===== src/rtl/uart_tx_engine.sv =====
// UART transmit serializer: pops bytes from a show-ahead TX FIFO and shifts them
// out LSB-first with a start bit, optional parity and 1 or 2 stop bits.
module uart_tx_engine #(
  parameter int DATA_WIDTH     = 8,
  parameter int BAUD_DIV_WIDTH = 16
) (
  input  logic                      clk,
  input  logic                      reset,
  input  logic                      tx_enable,
  input  logic [BAUD_DIV_WIDTH-1:0] baud_div,
  input  logic                      parity_en,
  input  logic                      parity_odd,
  input  logic                      stop2,
  input  logic [DATA_WIDTH-1:0]     fifo_rd_data,
  input  logic                      fifo_empty,
  output logic                      fifo_rd_req,
  output logic                      uart_txd,
  output logic                      tx_busy,
  output logic                      tx_done
);

  localparam int BCW = (DATA_WIDTH > 1) ? $clog2(DATA_WIDTH) : 1;
  localparam logic [BCW-1:0]            LAST_BIT = BCW'(DATA_WIDTH - 1);
  localparam logic [BAUD_DIV_WIDTH-1:0] DIV_ONE  = BAUD_DIV_WIDTH'(1);

  typedef enum logic [2:0] {
    S_IDLE,
    S_START,
    S_DATA,
    S_PARITY,
    S_STOP
  } state_t;

  state_t                    r_state;
  logic [DATA_WIDTH-1:0]     r_shift;
  logic                      r_parity_bit;
  logic                      r_parity_en;
  logic                      r_stop2;
  logic [BAUD_DIV_WIDTH-1:0] r_div;
  logic [BAUD_DIV_WIDTH-1:0] r_cnt;
  logic [BCW-1:0]            r_bit_cnt;
  logic                      r_stop_cnt;
  logic                      r_txd;
  logic                      r_done;

  logic [BAUD_DIV_WIDTH-1:0] w_div_eff;
  logic [DATA_WIDTH-1:0]     w_shift_nxt;
  logic                      w_pop;
  logic                      w_bit_end;

  assign w_div_eff   = (baud_div == '0) ? DIV_ONE : baud_div;
  assign w_shift_nxt = r_shift >> 1;
  assign w_bit_end   = (r_cnt == '0);
  // Pop is combinational so the pop cycle itself counts as busy.
  assign w_pop       = (r_state == S_IDLE) && tx_enable && !fifo_empty && !reset;

  assign fifo_rd_req = w_pop;
  assign uart_txd    = r_txd;
  assign tx_busy     = (r_state != S_IDLE) || w_pop;
  assign tx_done     = r_done;

  always_ff @(posedge clk) begin
    if (reset) begin
      r_state      <= S_IDLE;
      r_shift      <= '0;
      r_parity_bit <= 1'b0;
      r_parity_en  <= 1'b0;
      r_stop2      <= 1'b0;
      r_div        <= '0;
      r_cnt        <= '0;
      r_bit_cnt    <= '0;
      r_stop_cnt   <= 1'b0;
      r_txd        <= 1'b1;
      r_done       <= 1'b0;
    end else begin
      r_done <= 1'b0;
      case (r_state)
        S_IDLE: begin
          r_txd <= 1'b1;
          if (w_pop) begin
            r_shift      <= fifo_rd_data;
            r_parity_bit <= (^fifo_rd_data) ^ parity_odd;
            r_parity_en  <= parity_en;
            r_stop2      <= stop2;
            r_div        <= w_div_eff;
            r_cnt        <= w_div_eff - DIV_ONE;
            r_txd        <= 1'b0;
            r_state      <= S_START;
          end
        end
        S_START: begin
          if (w_bit_end) begin
            r_cnt     <= r_div - DIV_ONE;
            r_bit_cnt <= '0;
            r_txd     <= r_shift[0];
            r_state   <= S_DATA;
          end else begin
            r_cnt <= r_cnt - DIV_ONE;
          end
        end
        S_DATA: begin
          if (w_bit_end) begin
            r_cnt <= r_div - DIV_ONE;
            if (r_bit_cnt == LAST_BIT) begin
              r_stop_cnt <= 1'b0;
              if (r_parity_en) begin
                r_txd   <= r_parity_bit;
                r_state <= S_PARITY;
              end else begin
                r_txd   <= 1'b1;
                r_state <= S_STOP;
              end
            end else begin
              r_shift   <= w_shift_nxt;
              r_txd     <= w_shift_nxt[0];
              r_bit_cnt <= r_bit_cnt + BCW'(1);
            end
          end else begin
            r_cnt <= r_cnt - DIV_ONE;
          end
        end
        S_PARITY: begin
          if (w_bit_end) begin
            r_cnt   <= r_div - DIV_ONE;
            r_txd   <= 1'b1;
            r_state <= S_STOP;
          end else begin
            r_cnt <= r_cnt - DIV_ONE;
          end
        end
        S_STOP: begin
          if (w_bit_end) begin
            if (r_stop_cnt == r_stop2) begin
              r_done    <= 1'b1;
              r_bit_cnt <= '0;
              r_state   <= S_IDLE;
            end else begin
              r_stop_cnt <= 1'b1;
              r_cnt      <= r_div - DIV_ONE;
            end
          end else begin
            r_cnt <= r_cnt - DIV_ONE;
          end
        end
        default: begin
          r_txd   <= 1'b1;
          r_state <= S_IDLE;
        end
      endcase
    end
  end

endmodule

===== config.mk =====
export PLATFORM = sky130hd
export DESIGN_NAME = uart_tx_engine
export DESIGN_NICKNAME = d
export VERILOG_FILES = /design/src/rtl/uart_tx_engine.sv
export SDC_FILE = /design/constraint.sdc
export NUM_CORES = 1
export LEC_CHECK = 0
export BUFFER_PORTS_ARGS = -buffer_cell sky130_fd_sc_hd__buf_2
export CAP_MARGIN = 20
export CORE_MARGIN = 8
export CORE_UTILIZATION = 40
export CTS_CLUSTER_DIAMETER = 30
export DETAILED_ROUTE_END_ITERATION = 6
export PLACE_DENSITY = 0.6
export SYNTH_ARGS = -nofsm -noshare
export SYNTH_HDL_FRONTEND = slang
export SYNTH_SLANG_ARGS = --single-unit

===== constraint.sdc =====
create_clock -name clk -period 3.4 [get_ports clk]
set_input_delay 0.51 -clock clk [delete_from_list [all_inputs] [get_ports clk]]
set_output_delay 0.51 -clock clk [all_outputs]
set_load 0.01 [all_outputs]

==> impl_metrics.prom, run 1 <==
# TYPE chip_impl_metric gauge
chip_impl_info{name="setup.worst_path.start_class",value="flop"} 1
chip_impl_metric{name="finalCriticalPeriod",unit="ns"} 3.03
chip_impl_metric{name="place.detailed.hpwl",unit="µm"} 6040
chip_impl_metric{name="post_route_cells_drive_above_1_share",unit="%"} 16.7
chip_impl_metric{name="die_x",unit="µm"} 103
chip_impl_info{name="globalRoute.busiestLayer",value="met2"} 1
chip_impl_metric{name="grt_max_degree",unit=""} 57
chip_impl_metric{name="grt_util_met2",unit="%"} 26.3
chip_impl_metric{name="max_cap_violations",unit=""} 0
chip_impl_metric{name="slew_headroom",unit="%"} 53.2
chip_impl_info{name="synthDominantAreaCellType",value="sky130_fd_sc_hd__dfxtp_1"} 1
chip_impl_metric{name="unique_cell_type_count_in_the_yosys_netlist",unit=""} 60
chip_impl_metric{name="cts-buffers-inserted",unit=""} 5
chip_impl_metric{name="yosysWarnings",unit=""} 0
chip_impl_metric{name="detail_route.wl_per_cell",unit="µm"} 16.0
chip_impl_metric{name="power.density",unit="nW/µm²"} 666
chip_impl_info{name="cts_tree",value="yes"} 1
chip_impl_metric{name="antenna_found_initial",unit=""} 0
chip_impl_info{name="layout_common_cells",value="sky130_fd_sc_hd__nand2_1, sky130_fd_sc_hd__dfxtp_1, sky130_fd_sc_hd__nor2_1"} 1
chip_impl_info{name="clock_tree.root_cell",value="sky130_fd_sc_hd__clkbuf_8"} 1
chip_impl_info{name="crit_path_cell_trace",value="or3_4 > nand2_2 > a211o_1 > o21ai_0 > ha_1 > nor3b_2 > nand2_1 > or4_1 > a311oi_1"} 1
chip_impl_metric{name="ys_ff_latch",unit=""} 52
chip_impl_metric{name="skew",unit="ns"} 0.0104
chip_impl_metric{name="num_io_pins",unit=""} 35
chip_impl_metric{name="grt_use_met3",unit="%"} 3.78
chip_impl_metric{name="drtIter0Drc",unit=""} 211
chip_impl_metric{name="die_area",unit="µm²"} 10500
chip_impl_metric{name="cts_htree_levels",unit=""} 2
chip_impl_metric{name="first_pass_grt_wire_length",unit="µm"} 13600
chip_impl_metric{name="detail-route-antenna-nets",unit=""} 0
chip_impl_metric{name="post_synthesis_instance_area",unit="µm²"} 2990
chip_impl_metric{name="worst_pin_slew",unit="ns"} 0.699
chip_impl_metric{name="synth_fp_nets",unit=""} 416
chip_impl_metric{name="synth_area_per_cell",unit="µm²"} 7.83
chip_impl_metric{name="setup-violations-final",unit=""} 0
chip_impl_metric{name="firstDrtPassIters",unit=""} 5
chip_impl_metric{name="fmax",unit="MHz"} 330
chip_impl_metric{name="post_drt_via_cell_ratio",unit=""} 5.63
chip_impl_metric{name="post_synthesis_sequential_area_ratio",unit="%"} 34.8
chip_impl_metric{name="yosysTopAreaCellShare",unit="%"} 34.8
chip_impl_metric{name="critPathMaxFanout",unit=""} 16
chip_impl_metric{name="final_hold_violating_endpoints",unit=""} 0
chip_impl_metric{name="place.port_buffers",unit=""} 34
chip_impl_metric{name="worst_ir_drop_vdd",unit="µV"} 313
chip_impl_metric{name="async_reset_ff_share",unit="%"} 0
chip_impl_info{name="ys_top_cells_by_area",value="sky130_fd_sc_hd__dfxtp_1, sky130_fd_sc_hd__nand2_1, sky130_fd_sc_hd__a21oi_1"} 1
chip_impl_metric{name="clkLatencyLatePin",unit="ns"} 0.30
chip_impl_info{name="timing.critical_path.slowest_stage_cell",value="sky130_fd_sc_hd__dfxtp_1"} 1
chip_impl_info{name="most_common_cell_after_layout_fill_and_taps_aside",value="sky130_fd_sc_hd__nand2_1"} 1
chip_impl_metric{name="initial_core_util",unit="%"} 41.3
chip_impl_info{name="hp-class",value="primary input to flop"} 1
chip_impl_metric{name="core_region_area",unit="µm²"} 7250
chip_impl_metric{name="post-cts-setup-buffer-count",unit=""} 0
chip_impl_info{name="endpoint_kind",value="flop"} 1
chip_impl_metric{name="grt_util_all_layers",unit="%"} 16.1
chip_impl_info{name="run_status",value="finished, final reports clean"} 1
chip_impl_metric{name="clkSinkCount",unit=""} 52
chip_impl_info{name="worstSetupPathType",value="flop to flop"} 1
chip_impl_info{name="grt_setup_unrepaired",value="no"} 1
chip_impl_metric{name="syn_to_final_growth",unit="%"} 11.6
chip_impl_metric{name="post-route-util",unit="%"} 46.0
chip_impl_metric{name="holdBufCountCts",unit=""} 0
chip_impl_metric{name="synthCells",unit=""} 382
chip_impl_metric{name="synth_edf_count",unit=""} 0
chip_impl_metric{name="slowest_delay",unit="ns"} 0.60
chip_impl_metric{name="clkTransAtPathRegs",unit="ns"} 0.10
chip_impl_metric{name="dieHeight",unit="µm"} 103
chip_impl_metric{name="wirelength",unit="µm"} 8100
chip_impl_metric{name="finalCritPeriodShare",unit="%"} 89.1
chip_impl_metric{name="drc",unit=""} 0
chip_impl_metric{name="total_congestion_overflow_after_global_routing",unit=""} 0
chip_impl_metric{name="critPathRequiredTime",unit="ns"} 3.62
chip_impl_metric{name="gpl.final_weighted_congestion",unit=""} 0.862
chip_impl_metric{name="placementRows",unit=""} 31
chip_impl_metric{name="total_number_of_vias",unit=""} 2854
chip_impl_metric{name="setup-tns-final",unit="ns"} 0
chip_impl_metric{name="final_max_slew_viol_count",unit=""} 0
chip_impl_metric{name="num_antenna_cells",unit=""} 0
chip_impl_info{name="postSynth.topFlopCell",value="sky130_fd_sc_hd__dfxtp_1"} 1
chip_impl_metric{name="path_buf_inv",unit=""} 0
chip_impl_metric{name="p_leak",unit="nW"} 1.13
chip_impl_metric{name="design.final.nets",unit=""} 442
chip_impl_metric{name="postCtsResizedCells",unit=""} 0
chip_impl_metric{name="first_global_vias",unit=""} 2749
chip_impl_metric{name="bufs_on_longest_clock_path",unit=""} 2
chip_impl_metric{name="worstPathArrival",unit="ns"} 3.25
chip_impl_info{name="worst_path_dominant_cell_family",value="simple AND/OR/NAND/NOR gates"} 1
chip_impl_metric{name="global_route_track_usage_on_met1",unit="%"} 20.9
sequential cells by signal, summed over array words and instances (netlist names):
signal / count
r_bit_cnt: 3
uart_txd: 1
r_parity_en: 1
r_shift: 8
r_parity_bit: 1
r_div: 16
r_stop2: 1
tx_done: 1
r_cnt: 16
r_state: 3
r_stop_cnt: 1
logic make-up after synthesis:
kind of cell	count (synthesis)	share of synthesized area, %
AND/OR/NAND/NOR	169	28.3
adder cells (fa/ha/maj)	3	1.25
flip-flops	52	34.8
AO/OA/AOI/OAI	108	25.3
buffers and inverters	32	4.93
XOR/XNOR	16	4.68
multiplexers	2	0.711
where the power goes:
part	leakage, nW	total (mW)	internal [mW]	switching, mW
sequential	0.424	0.890	0.741	0.149
combinational	0.666	0.991	0.379	0.611
clock	0.0400	0.345	0.140	0.205
total	1.13	2.23	1.26	0.965
path summary, 6_finish.rpt:
kind | start | to | slack (ns) | cells past startpoint
setup / recovery | r_state[1] | r_cnt[14] | 0.37 | 9
hold / removal | stop2 | r_stop2 | 0.44 | 3
setup reg to reg | r_state[1] | r_cnt[14] | 0.37 | 9
hold reg to reg | r_div[9] | r_div[9] | 0.46 | 2
worst min-delay path, delay by kind of cell:
kind,cells,cell delay (ns)
buffers and inverters,1,0.10
AND/OR/NAND/NOR,1,0.05
AO/OA/AOI/OAI,1,0.05
layer usage:
layer	routed length (µm)	vias to the layer above	part of all wire (%)
li1	-	1443	-
met1	3720	1313	46
met2	3730	86	46
met3	556	12	6.9
met4	101	0	1.2
met5	0	-	0
stage by stage:
stage                     worst slack, ns  instances  hold slack (ns)  power [mW]  instance area, µm²
final                               0.371        507            0.442        2.23                3340
after global routing                0.148        507            0.439        2.40                3340
after CTS                           0.374        507            0.432        2.23                3340
after detailed placement            0.382        500            0.450        1.88                3260
after global placement              0.495        500            0.440        1.87                3260
after floorplan                     0.576        382            0.432        1.63                2990
layout make-up:
| type | instances | area, µm² |
|---|---|---|
| fill | 757 | 3910 |
| clock inverter | 2 | 12.5 |
| clock buffer | 5 | 68.8 |
| multi-input combinational | 298 | 1820 |
| sequential | 52 | 1040 |
| tap | 99 | 124 |
| timing repair buffer | 44 | 245 |
| inverter | 7 | 26.3 |
synth_stat cells, drive strengths merged (2+ instances only):
cell type / instances
a211o: 2
a211oi: 14
a21oi: 36
a311oi: 13
a31oi: 2
a41oi: 2
and3: 2
buf: 8
clkbuf: 17
dfxtp: 52
ha: 3
inv: 7
nand2: 64
nand2b: 3
nand3: 19
nand3b: 2
nand4: 4
nor2: 40
nor3: 4
nor3b: 3
nor4: 10
o211ai: 5
o21a: 2
o21ai: 16
o21bai: 3
o22ai: 3
o311ai: 2
o31ai: 3
or3: 9
or4: 5
xnor2: 14
xor2: 2
No activity file was read; power rests on OpenSTA's default activity.
==> inputs of run 2 (changes only) <==
--- a/config.mk
+++ b/config.mk
@@ -5,13 +5,16 @@
 export SDC_FILE = /design/constraint.sdc
 export NUM_CORES = 1
 export LEC_CHECK = 0
+export ABC_CLOCK_PERIOD_IN_PS = 3400
 export BUFFER_PORTS_ARGS = -buffer_cell sky130_fd_sc_hd__buf_2
 export CAP_MARGIN = 20
+export CELL_PAD_IN_SITES_DETAIL_PLACEMENT = 1
+export CELL_PAD_IN_SITES_GLOBAL_PLACEMENT = 2
 export CORE_MARGIN = 8
-export CORE_UTILIZATION = 40
+export CORE_UTILIZATION = 34
 export CTS_CLUSTER_DIAMETER = 30
 export DETAILED_ROUTE_END_ITERATION = 6
-export PLACE_DENSITY = 0.6
+export PLACE_DENSITY = 0.81
 export SYNTH_ARGS = -nofsm -noshare
 export SYNTH_HDL_FRONTEND = slang
 export SYNTH_SLANG_ARGS = --single-unit
==> run 2 against run 1 <==
  * Register-to-register slack worse by 0.06 ns
  * Routed wire length up 13%
  * Worst setup slack worse by 0.065 ns
  * Largest power group unchanged
==> impl_metrics.prom, run 2 (same netlist as run 1, synthesis figures left out) <==
# TYPE chip_impl_metric gauge
chip_impl_metric{name="firstDrtPassIters",unit=""} 4
chip_impl_info{name="cts_tree",value="yes"} 1
chip_impl_metric{name="detail-route-antenna-nets",unit=""} 0
chip_impl_metric{name="detail_route.wl_per_cell",unit="µm"} 17.7
chip_impl_metric{name="instances_no_fill",unit=""} 517
chip_impl_metric{name="place.port_buffers",unit=""} 34
chip_impl_metric{name="finalCriticalPeriod",unit="ns"} 3.09
chip_impl_metric{name="register_area",unit="µm²"} 1040
chip_impl_metric{name="worst_path_setup_slack_after_routing",unit="ns"} 0.306
chip_impl_metric{name="setup-violations-final",unit=""} 0
chip_impl_metric{name="num-fill-cells",unit=""} 1062
chip_impl_metric{name="place.detailed.hpwl",unit="µm"} 6920
chip_impl_info{name="globalRoute.busiestLayer",value="met2"} 1
chip_impl_metric{name="power.density",unit="nW/µm²"} 696
chip_impl_metric{name="skew",unit="ns"} 0.00436
chip_impl_metric{name="dp_slack",unit="ns"} 0.336
chip_impl_metric{name="total_number_of_vias",unit=""} 2881
chip_impl_info{name="run_status",value="finished, final reports clean"} 1
chip_impl_info{name="timing.hold.worst.start",value="stop2"} 1
chip_impl_metric{name="global_route_track_usage_on_met1",unit="%"} 20.3
chip_impl_metric{name="critPathMaxFanout",unit=""} 16
chip_impl_metric{name="cts-buffers-inserted",unit=""} 5
chip_impl_info{name="worstHoldEndpoint",value="r_stop2"} 1
chip_impl_metric{name="placementRows",unit=""} 34
chip_impl_metric{name="holdBufCountCts",unit=""} 0
chip_impl_info{name="layout_common_cells",value="sky130_fd_sc_hd__nand2_1, sky130_fd_sc_hd__dfxtp_1, sky130_fd_sc_hd__nor2_1"} 1
chip_impl_metric{name="design.final.nets",unit=""} 442
chip_impl_info{name="worst_r2r_endpoint",value="r_cnt[14]"} 1
chip_impl_metric{name="gpl.final_weighted_congestion",unit=""} 0.823
chip_impl_metric{name="grt_util_all_layers",unit="%"} 15.8
chip_impl_metric{name="bufs_on_longest_clock_path",unit=""} 2
chip_impl_metric{name="clkSinkCount",unit=""} 52
chip_impl_metric{name="die_x",unit="µm"} 110
chip_impl_metric{name="post_route_cells_drive_above_1_share",unit="%"} 16.6
chip_impl_metric{name="grt_max_degree",unit=""} 57
chip_impl_metric{name="syn_to_final_growth",unit="%"} 12.8
chip_impl_info{name="setup.worst_path.start_class",value="flop"} 1
chip_impl_metric{name="critPathRequiredTime",unit="ns"} 3.62
chip_impl_metric{name="num_antenna_cells",unit=""} 0
chip_impl_metric{name="multi_input_area",unit="µm²"} 1820
chip_impl_metric{name="worst_pin_slew",unit="ns"} 0.774
chip_impl_metric{name="grt_util_met2",unit="%"} 27.1
chip_impl_metric{name="wirelength",unit="µm"} 9150
chip_impl_metric{name="post-cts-setup-buffer-count",unit=""} 0
chip_impl_metric{name="final_max_slew_viol_count",unit=""} 0
chip_impl_metric{name="setup-tns-final",unit="ns"} 0
chip_impl_metric{name="first_global_vias",unit=""} 2982
chip_impl_metric{name="clkLatencyLatePin",unit="ns"} 0.30
chip_impl_metric{name="reg2reg_setup_slack",unit="ns"} 0.31
chip_impl_info{name="crit-reg2reg-launch",value="r_state[0]"} 1
chip_impl_metric{name="cts_htree_levels",unit=""} 2
chip_impl_metric{name="post_drt_via_cell_ratio",unit=""} 5.57
chip_impl_metric{name="postCtsResizedCells",unit=""} 0
chip_impl_metric{name="die_area",unit="µm²"} 12100
chip_impl_info{name="hp-class",value="primary input to flop"} 1
chip_impl_metric{name="drtIter0Drc",unit=""} 90
chip_impl_metric{name="core_region_area",unit="µm²"} 8640
chip_impl_metric{name="slew_headroom",unit="%"} 48.4
chip_impl_metric{name="drc",unit=""} 0
chip_impl_metric{name="numPlacedInstances",unit=""} 509
chip_impl_metric{name="final_hold_violating_endpoints",unit=""} 0
chip_impl_metric{name="dieHeight",unit="µm"} 110
chip_impl_metric{name="worst_ir_drop_vdd",unit="µV"} 197
chip_impl_info{name="worstSetupPathType",value="flop to flop"} 1
chip_impl_metric{name="fmax",unit="MHz"} 323
chip_impl_metric{name="min_path_cells",unit=""} 3
chip_impl_info{name="endpoint_kind",value="flop"} 1
chip_impl_metric{name="p_leak",unit="nW"} 1.15
chip_impl_info{name="most_common_cell_after_layout_fill_and_taps_aside",value="sky130_fd_sc_hd__nand2_1"} 1
chip_impl_metric{name="antenna_found_initial",unit=""} 0
chip_impl_metric{name="finalCritPeriodShare",unit="%"} 91.0
chip_impl_metric{name="clkTransAtPathRegs",unit="ns"} 0.10
chip_impl_metric{name="rr_worst_depth",unit=""} 9
chip_impl_metric{name="worstPathArrival",unit="ns"} 3.31
chip_impl_metric{name="total_congestion_overflow_after_global_routing",unit=""} 0
chip_impl_metric{name="first_pass_grt_wire_length",unit="µm"} 15100
chip_impl_metric{name="grt_use_met3",unit="%"} 2.64
chip_impl_info{name="top_regs",value="r_cnt: 16 flops, r_div: 16 flops, r_shift: 8 flops"} 1
chip_impl_info{name="clock_tree.root_cell",value="sky130_fd_sc_hd__clkbuf_8"} 1
chip_impl_info{name="grt_setup_unrepaired",value="no"} 1
chip_impl_metric{name="num_io_pins",unit=""} 35
chip_impl_metric{name="max_cap_violations",unit=""} 0
chip_impl_metric{name="initial_core_util",unit="%"} 34.7
## run 2: power by group
part / switching [mW] / leakage, nW / total, mW / internal [mW]
clock: 0.211 / 0.0552 / 0.430 / 0.219
combinational: 0.643 / 0.666 / 1.02 / 0.382
sequential: 0.153 / 0.424 / 0.895 / 0.741
## run 2: worst max-delay path, cell delays in order, from the launching register on
cell                       delay, ns
sky130_fd_sc_hd__dfxtp_1        0.60
sky130_fd_sc_hd__or3_4          0.33
sky130_fd_sc_hd__nand2_2        0.20
sky130_fd_sc_hd__a211o_1        0.35
sky130_fd_sc_hd__o21ai_0        0.13
sky130_fd_sc_hd__ha_1           0.24
sky130_fd_sc_hd__nor3b_2        0.20
sky130_fd_sc_hd__nand2_1        0.15
sky130_fd_sc_hd__or4_1          0.54
sky130_fd_sc_hd__a311oi_1       0.26
## run 2: through the flow
| step | utilization [%] | instance area (µm²) | hold WS (ns) | total power [mW] |
|---|---|---|---|---|
| 5_1_grt | 39.1 | 3380 | 0.431 | 2.54 |
| 2_1_floorplan | - | 2990 | 0.432 | 1.63 |
| 3_3_place_gp | 37.9 | 3270 | 0.438 | 1.90 |
| 4_1_cts | 39.1 | 3380 | 0.423 | 2.37 |
| 6_report | 39.1 | 3380 | 0.428 | 2.35 |
| 3_5_place_dp | 37.9 | 3270 | 0.458 | 1.93 |
## run 2: area by class of cell
cell class | count | area share, %
Multi-Input combinational cell | 298 | 53.9
Sequential cell | 52 | 30.8
Timing Repair Buffer | 44 | 7.26
Tap cell | 108 | 4.00
Clock buffer | 6 | 2.15
Clock inverter | 2 | 1.04
Inverter | 7 | 0.778
## run 2: per-layer routing
metal,vias up,share of wire [%]
li1,1443,-
met1,1402,48
met2,29,49
met3,7,2.3
met4,0,0.74
met5,-,0
## run 2: how the worst max path moves through the flow
stage	start	to	slack, ns	depth (start not counted)
2_1_floorplan	r_cnt[1]	r_cnt[14]	0.58	12
3_3_place_gp	r_state[0]	r_cnt[14]	0.46	9
3_5_place_dp	r_state[1]	r_cnt[14]	0.34	9
4_1_cts	r_state[1]	r_cnt[14]	0.32	9
5_1_grt	r_state[0]	r_cnt[13]	0.005	7
6_report	r_state[0]	r_cnt[14]	0.31	9
